==> src/rtl/control_decoder.sv <==
// RV32I main control unit: decodes the major opcode into registered datapath controls.
// One-cycle latency; flush inserts a bubble, stall holds the current control word.
module control_decoder (
  input  logic       i_clk,
  input  logic       i_rst_n,
  input  logic [6:0] i_opcode,
  input  logic       i_stall,
  input  logic       i_flush,
  output logic       o_ALUSrc,
  output logic [1:0] o_ALUSrcA,
  output logic       o_MemtoReg,
  output logic       o_RegWrite,
  output logic       o_MemRead,
  output logic       o_MemWrite,
  output logic       o_Branch,
  output logic       o_Jump,
  output logic       o_JALR,
  output logic [1:0] o_ALUOp,
  output logic [2:0] o_ImmSrc,
  output logic       o_Illegal
);

  localparam logic [6:0] OpcR      = 7'b0110011;
  localparam logic [6:0] OpcIAlu   = 7'b0010011;
  localparam logic [6:0] OpcLoad   = 7'b0000011;
  localparam logic [6:0] OpcStore  = 7'b0100011;
  localparam logic [6:0] OpcBranch = 7'b1100011;
  localparam logic [6:0] OpcJal    = 7'b1101111;
  localparam logic [6:0] OpcJalr   = 7'b1100111;
  localparam logic [6:0] OpcAuipc  = 7'b0010111;
  localparam logic [6:0] OpcLui    = 7'b0110111;

  localparam logic [1:0] SrcARs1  = 2'b00;
  localparam logic [1:0] SrcAPc   = 2'b01;
  localparam logic [1:0] SrcAZero = 2'b10;

  localparam logic [1:0] AluAdd   = 2'b00;
  localparam logic [1:0] AluCmp   = 2'b01;
  localparam logic [1:0] AluRFunc = 2'b10;
  localparam logic [1:0] AluIFunc = 2'b11;

  localparam logic [2:0] ImmI = 3'b000;
  localparam logic [2:0] ImmS = 3'b001;
  localparam logic [2:0] ImmB = 3'b010;
  localparam logic [2:0] ImmJ = 3'b011;
  localparam logic [2:0] ImmU = 3'b100;

  typedef struct packed {
    logic       alu_src;
    logic [1:0] alu_src_a;
    logic       mem_to_reg;
    logic       reg_write;
    logic       mem_read;
    logic       mem_write;
    logic       branch;
    logic       jump;
    logic       jalr;
    logic [1:0] alu_op;
    logic [2:0] imm_src;
    logic       illegal;
  } ctrl_t;

  localparam ctrl_t CtrlBubble = '0;

  ctrl_t dec;
  ctrl_t ctrl_d, ctrl_q;

  // Unknown or X/Z opcodes fall into default, so only the illegal flag can be raised.
  always_comb begin
    dec = CtrlBubble;
    case (i_opcode)
      OpcR: begin
        dec.reg_write = 1'b1;
        dec.alu_op    = AluRFunc;
        dec.imm_src   = ImmI;
      end
      OpcIAlu: begin
        dec.alu_src   = 1'b1;
        dec.reg_write = 1'b1;
        dec.alu_op    = AluIFunc;
        dec.imm_src   = ImmI;
      end
      OpcLoad: begin
        dec.alu_src    = 1'b1;
        dec.mem_to_reg = 1'b1;
        dec.reg_write  = 1'b1;
        dec.mem_read   = 1'b1;
        dec.alu_op     = AluAdd;
        dec.imm_src    = ImmI;
      end
      OpcStore: begin
        dec.alu_src   = 1'b1;
        dec.mem_write = 1'b1;
        dec.alu_op    = AluAdd;
        dec.imm_src   = ImmS;
      end
      OpcBranch: begin
        dec.branch  = 1'b1;
        dec.alu_op  = AluCmp;
        dec.imm_src = ImmB;
      end
      OpcJal: begin
        dec.reg_write = 1'b1;
        dec.jump      = 1'b1;
        dec.alu_op    = AluAdd;
        dec.imm_src   = ImmJ;
      end
      OpcJalr: begin
        dec.alu_src   = 1'b1;
        dec.reg_write = 1'b1;
        dec.jump      = 1'b1;
        dec.jalr      = 1'b1;
        dec.alu_op    = AluAdd;
        dec.imm_src   = ImmI;
      end
      OpcAuipc: begin
        dec.alu_src   = 1'b1;
        dec.alu_src_a = SrcAPc;
        dec.reg_write = 1'b1;
        dec.alu_op    = AluAdd;
        dec.imm_src   = ImmU;
      end
      OpcLui: begin
        dec.alu_src   = 1'b1;
        dec.alu_src_a = SrcAZero;
        dec.reg_write = 1'b1;
        dec.alu_op    = AluAdd;
        dec.imm_src   = ImmU;
      end
      default: begin
        dec           = CtrlBubble;
        dec.alu_src_a = SrcARs1;
        dec.illegal   = 1'b1;
      end
    endcase
  end

  // Flush wins over stall so a squashed slot never keeps stale side effects.
  always_comb begin
    ctrl_d = ctrl_q;
    if (i_flush) begin
      ctrl_d = CtrlBubble;
    end else if (!i_stall) begin
      ctrl_d = dec;
    end
  end

  always_ff @(posedge i_clk or negedge i_rst_n) begin
    if (!i_rst_n) begin
      ctrl_q <= CtrlBubble;
    end else begin
      ctrl_q <= ctrl_d;
    end
  end

  assign o_ALUSrc   = ctrl_q.alu_src;
  assign o_ALUSrcA  = ctrl_q.alu_src_a;
  assign o_MemtoReg = ctrl_q.mem_to_reg;
  assign o_RegWrite = ctrl_q.reg_write;
  assign o_MemRead  = ctrl_q.mem_read;
  assign o_MemWrite = ctrl_q.mem_write;
  assign o_Branch   = ctrl_q.branch;
  assign o_Jump     = ctrl_q.jump;
  assign o_JALR     = ctrl_q.jalr;
  assign o_ALUOp    = ctrl_q.alu_op;
  assign o_ImmSrc   = ctrl_q.imm_src;
  assign o_Illegal  = ctrl_q.illegal;

endmodule

==> config.mk <==
export PLATFORM = sky130hd
export DESIGN_NAME = control_decoder
export DESIGN_NICKNAME = d
export VERILOG_FILES = /design/src/rtl/control_decoder.sv
export SDC_FILE = /design/constraint.sdc
export NUM_CORES = 1
export LEC_CHECK = 0
export BUFFER_PORTS_ARGS = -buffer_cell sky130_fd_sc_hd__buf_2
export CAP_MARGIN = 20
export CORE_AREA = 4 4 48 61
export CTS_CLUSTER_DIAMETER = 40
export CTS_CLUSTER_SIZE = 24
export DETAILED_ROUTE_END_ITERATION = 12
export DIE_AREA = 0 0 52 65
export PLACE_DENSITY = 0.68
export SLEW_MARGIN = 10
export SYNTH_ARGS = -nofsm -noshare
export SYNTH_HDL_FRONTEND = slang
export SYNTH_SLANG_ARGS = --single-unit
==> constraint.sdc <==
create_clock -name i_clk -period 1 [get_ports i_clk]
set_input_delay 0 -clock i_clk [delete_from_list [all_inputs] [get_ports i_clk]]
set_output_delay 0 -clock i_clk [all_outputs]
set_load 0.01 [all_outputs]
# After elaboration in Yosys (flattened, before gate mapping)
# Index checks and enable logic that the tools add are counted.
dict set report totals {
  output_inout_bits 16
  wordCells 39
  register_bits 16
  input_bits 11
}
dict set report classes {
  muxes 12
  n_reduce_logical 5
  eq_ne 10
}
# op n
set op_table {}
lappend op_table {{$mux 16} 2}
lappend op_table {{$pmux 5 s6} 1}
lappend op_table {{$eq 7x6->1 const B} 3}
lappend op_table {{$eq 7x7->1 const B} 3}
lappend op_table {{$eq 7x5->1 const B} 2}
lappend op_table {{$reduce_or 9->1} 1}
lappend op_table {{$mux 1} 8}
lappend op_table {{$eq 7x2->1 const B} 1}
lappend op_table {{$reduce_or 7->1} 1}
lappend op_table {{$reduce_or 6->1} 1}
lappend op_table {{$pmux 2 s2} 1}
lappend op_table {{$reduce_or 2->1} 2}
lappend op_table {{$ne 2x1->1 const B} 1}

# Depth between registers and ports, before layout
dict set report logic_depth {
  depth_word 5
  mapped_depth 4
  depth_no_buf 3
}

# Least setup slack after synthesis
# Ideal clock, no wire load.
dict set report synth_timing {
  path_kind {input to register}
  from {input i_opcode[2]}
  to {register ctrl_q, in the netlist o_MemtoReg}
  slack_ps -106
  required_time_ps 923
  t_arrival_ps 1028
  setup_time_ps 77
  n_path_buf 1
  cell_stages 4
  cell_sequence {buf_4 -> or3_4 -> or4_1 -> a21oi_1}
}
dict set report synth_via {
  elab_chain_cells 4
}
# item line
set synth_rtl {}
lappend synth_rtl {{from (decl)} 6} ;# input logic [6:0] i_opcode,
lappend synth_rtl {{$eq 7x2->1} 71} ;# case (i_opcode)
lappend synth_rtl {{$mux 1} 71}
lappend synth_rtl {{$mux 16} 143} ;# end else if (!i_stall) begin
lappend synth_rtl {{$mux 16} 141} ;# if (i_flush) begin
lappend synth_rtl {{to (signal assigned)} 150} ;# ctrl_q <= CtrlBubble;
lappend synth_rtl {{to (signal assigned)} 152} ;# ctrl_q <= ctrl_d;
lappend synth_rtl {{to (decl)} 66} ;# ctrl_t ctrl_d, ctrl_q;
# No other way between the ends. The select of a mux whose other input is x is not followed.
# A chain may end at the register's enable or synchronous reset.

==> results.py <==
metrics = {
    "clock_tree": {
        "cts_htree_levels": 1,
        "clkTransAtPathRegs_ps": 90,
        "cts.sinks": 15,
        "cts_buffers": 3,
        "cts_tree": "yes",
        "clockBufferDepth": 2,
        "cts_root_buf": "clkbuf_4",
        "insertion_delay_ps": 290,
    },
    "setup_path": {
        "cp_max_fo": 2,
        "cp.buffers_inverters": 0,
        "crit_family": "compound AO/OA/AOI/OAI gates",
        "crit_required_ps": 1170,
        "startpoint_type": "register",
        "endpoint_kind": "register",
        "startpoint": "o_Illegal",
        "rr_startpoint": "o_Illegal",
        "criticalPathCategory": "reg -> reg",
        "cp_slowest_cell": "a2111oi_1",
        "slowest_delay_ps": 380,
        "arrival_ps": 1060,
        "crit_chain": "nor2b_1, a2111oi_1",
    },
    "power": {
        "peakVddDrop_mv": 0.512,
        "p_leak_nw": 0.548,
        "internal_power_mw": 0.834,
        "pwr-share-seq": 0.542,
        "p_sw_frac": 0.265,
        "switching_power_mw": 0.300,
        "p_comb_frac": 0.141,
        "clkPwrFrac": 0.317,
        "power_density_nw_per_um2": 1100,
    },
    "synthesis": {
        "syn_inst": 78,
        "ys_types": 34,
        "yosysSeqAreaShare": 0.490,
        "synth_warnings": 0,
        "synth_edf_count": 0,
        "synth_seq_cells": 15,
        "synthFlopType": "dfrtp_1",
        "syn_avg_cell_area_sq_um": 9.82,
        "synthArstFlopShare": 1.00,
        "netlist_area_sq_um": 766,
        "syn_nets": 89,
    },
    "place": {
        "dp.cells": 142,
        "port_buffers": 26,
        "hpwlAfterDp_um": 1460,
        "place_congestion": 0.793,
    },
    "sta": {
        "finalSetupViolations": 0,
        "setup_tns_ps": 0,
        "layout_min_cycle_time_ps": 898,
        "hold_viol": 0,
        "whs_ps": 6.04,
        "clock_skew_ps": 0,
        "post-route-period-util": 0.898,
        "tightest_slew_ps": 759,
        "slew_viol_final": 0,
        "rsz0062_at_grt": "no",
        "max_freq_mhz": 1110,
        "timing.slew.headroom": 0.493,
    },
    "detailed_routing": {
        "wl_per_cell_um": 12.7,
        "vias": 727,
        "wl_um": 1890,
        "ant_nets": 0,
        "avgViaCountPerCell": 4.91,
        "drc_errors": 0,
        "dr.pass1.iters": 4,
        "drt_iter0_drc": 10,
    },
    "grt": {
        "gr-total-overflow": 0,
        "grt_max_degree": 16,
        "grt_pass1_vias": 715,
        "grt_pass1_wl_um": 3040,
        "antenna_found_initial": 0,
        "grt_usage": 0.121,
    },
    "die": {
        "die_w_um": 52,
        "row_count": 20,
        "start_util": 0.322,
        "die-area_sq_um": 3380,
        "core_area_sq_um": 2380,
        "pin_count": 27,
        "fp.dieH_um": 65,
    },
    "finish": {
        "drive_gt1_frac": 0.374,
        "fillers": 229,
        "nNetsFinal": 127,
        "synthToLayoutAreaGrowth_pct": 34.5,
        "num_antenna_cells": 0,
        "final_cell_mix": "buf_2, dfrtp_1, nand2_1, buf_4, o21ai_0",
        "largest_register_ffs": 3,
        "stdcell_count": 148,
        "final_common_cell": "buf_2",
    },
    "worst_hold_path": {
        "hold_path.startpoint": "i_stall",
        "hold_class": "in -> reg",
    },
    "outcome": {
        "status": "completed",
    },
    "run": {
        "max-cap-violations": 0,
    },
}
## area by class of cell
cell class	instances	area [sq um]	area share
clock buffer	3	22.5	0.0219
tap	33	41.3	0.0401
inverter	1	3.75	0.00365
clock inverter	1	5.00	0.00486
timing repair buffer	39	233	0.226
sequential	15	375	0.365
multi-input combinational	56	349	0.339
## through the flow
stage	util	total power, mW	setup slack [ps]	cell area (sq um)
2_1_floorplan	-	0.702	-88.9	766
3_3_place_gp	0.413	0.776	-103	981
3_5_place_dp	0.413	0.780	-121	981
4_1_cts	0.433	1.15	26.1	1030
5_1_grt	0.433	1.19	20.6	1030
6_report	0.433	1.13	102	1030
## timing repair
action,in CTS,in global routing
gates resized for setup,0,1
hold endpoints to repair,18,0
setup endpoints to repair,0,1
hold buffers,2,0
buffers inserted,0,0
## synthesized netlist by cell type (2+ instances only)
library cell | instances | share of area
a2111oi_0 | 2 | 0.023
a21oi_1 | 2 | 0.013
buf_4 | 2 | 0.020
clkbuf_1 | 2 | 0.0098
dfrtp_1 | 15 | 0.49
nand2_1 | 14 | 0.069
nand3b_1 | 2 | 0.020
nand4_1 | 2 | 0.016
nor2_1 | 3 | 0.015
nor2b_1 | 3 | 0.025
nor3_1 | 2 | 0.013
o21ai_0 | 5 | 0.033
o31ai_1 | 2 | 0.020
xor2_1 | 2 | 0.023
## cell families (layout without fill, tap and decap cells)
logic type,after synthesis,after routing,synth area share
simple gates,37,37,0.279
compound gates,17,17,0.152
flops,15,15,0.490
xor+xnor,2,2,0.0229
buf+inv,7,44,0.0555
## worst paths after layout
kind,to,slack (ps),cells after the start
max reg2reg,o_Illegal,100,2
min in group asynchronous,o_JALR,130,2
max in group asynchronous,o_RegWrite,620,2
max,o_Illegal,100,2
min,o_ALUOp[1],6,3
min reg2reg,o_ImmSrc[2],480,2
## power by group through the flow
| stage | Clock (mW) | Sequential [mW] | Combinational (mW) |
|---|---|---|---|
| after global placement | 0 | 0.627 | 0.149 |
| after detailed placement | 0 | 0.627 | 0.153 |
| after CTS | 0.373 | 0.615 | 0.160 |
| after floorplan | 0 | 0.630 | 0.0717 |
| final | 0.360 | 0.615 | 0.160 |
| after global routing | 0.401 | 0.616 | 0.176 |
## tightest hold or removal path, cell delays in order
cell	delay (ps)
buf_2	120
a32oi_1	60
nor2_1	80
## layer usage
layer / vias up / wire, um / part of all wire / global-route usage
li1: 357 / - / - / -
met1: 342 / 826 / 0.44 / 0.145
met2: 24 / 884 / 0.47 / 0.190
met3: 4 / 132 / 0.070 / 0.0253
met4: 0 / 43 / 0.023 / 0.0820
met5: - / 0 / 0 / 0
Note: power is estimated with default switching activity, not from simulation.
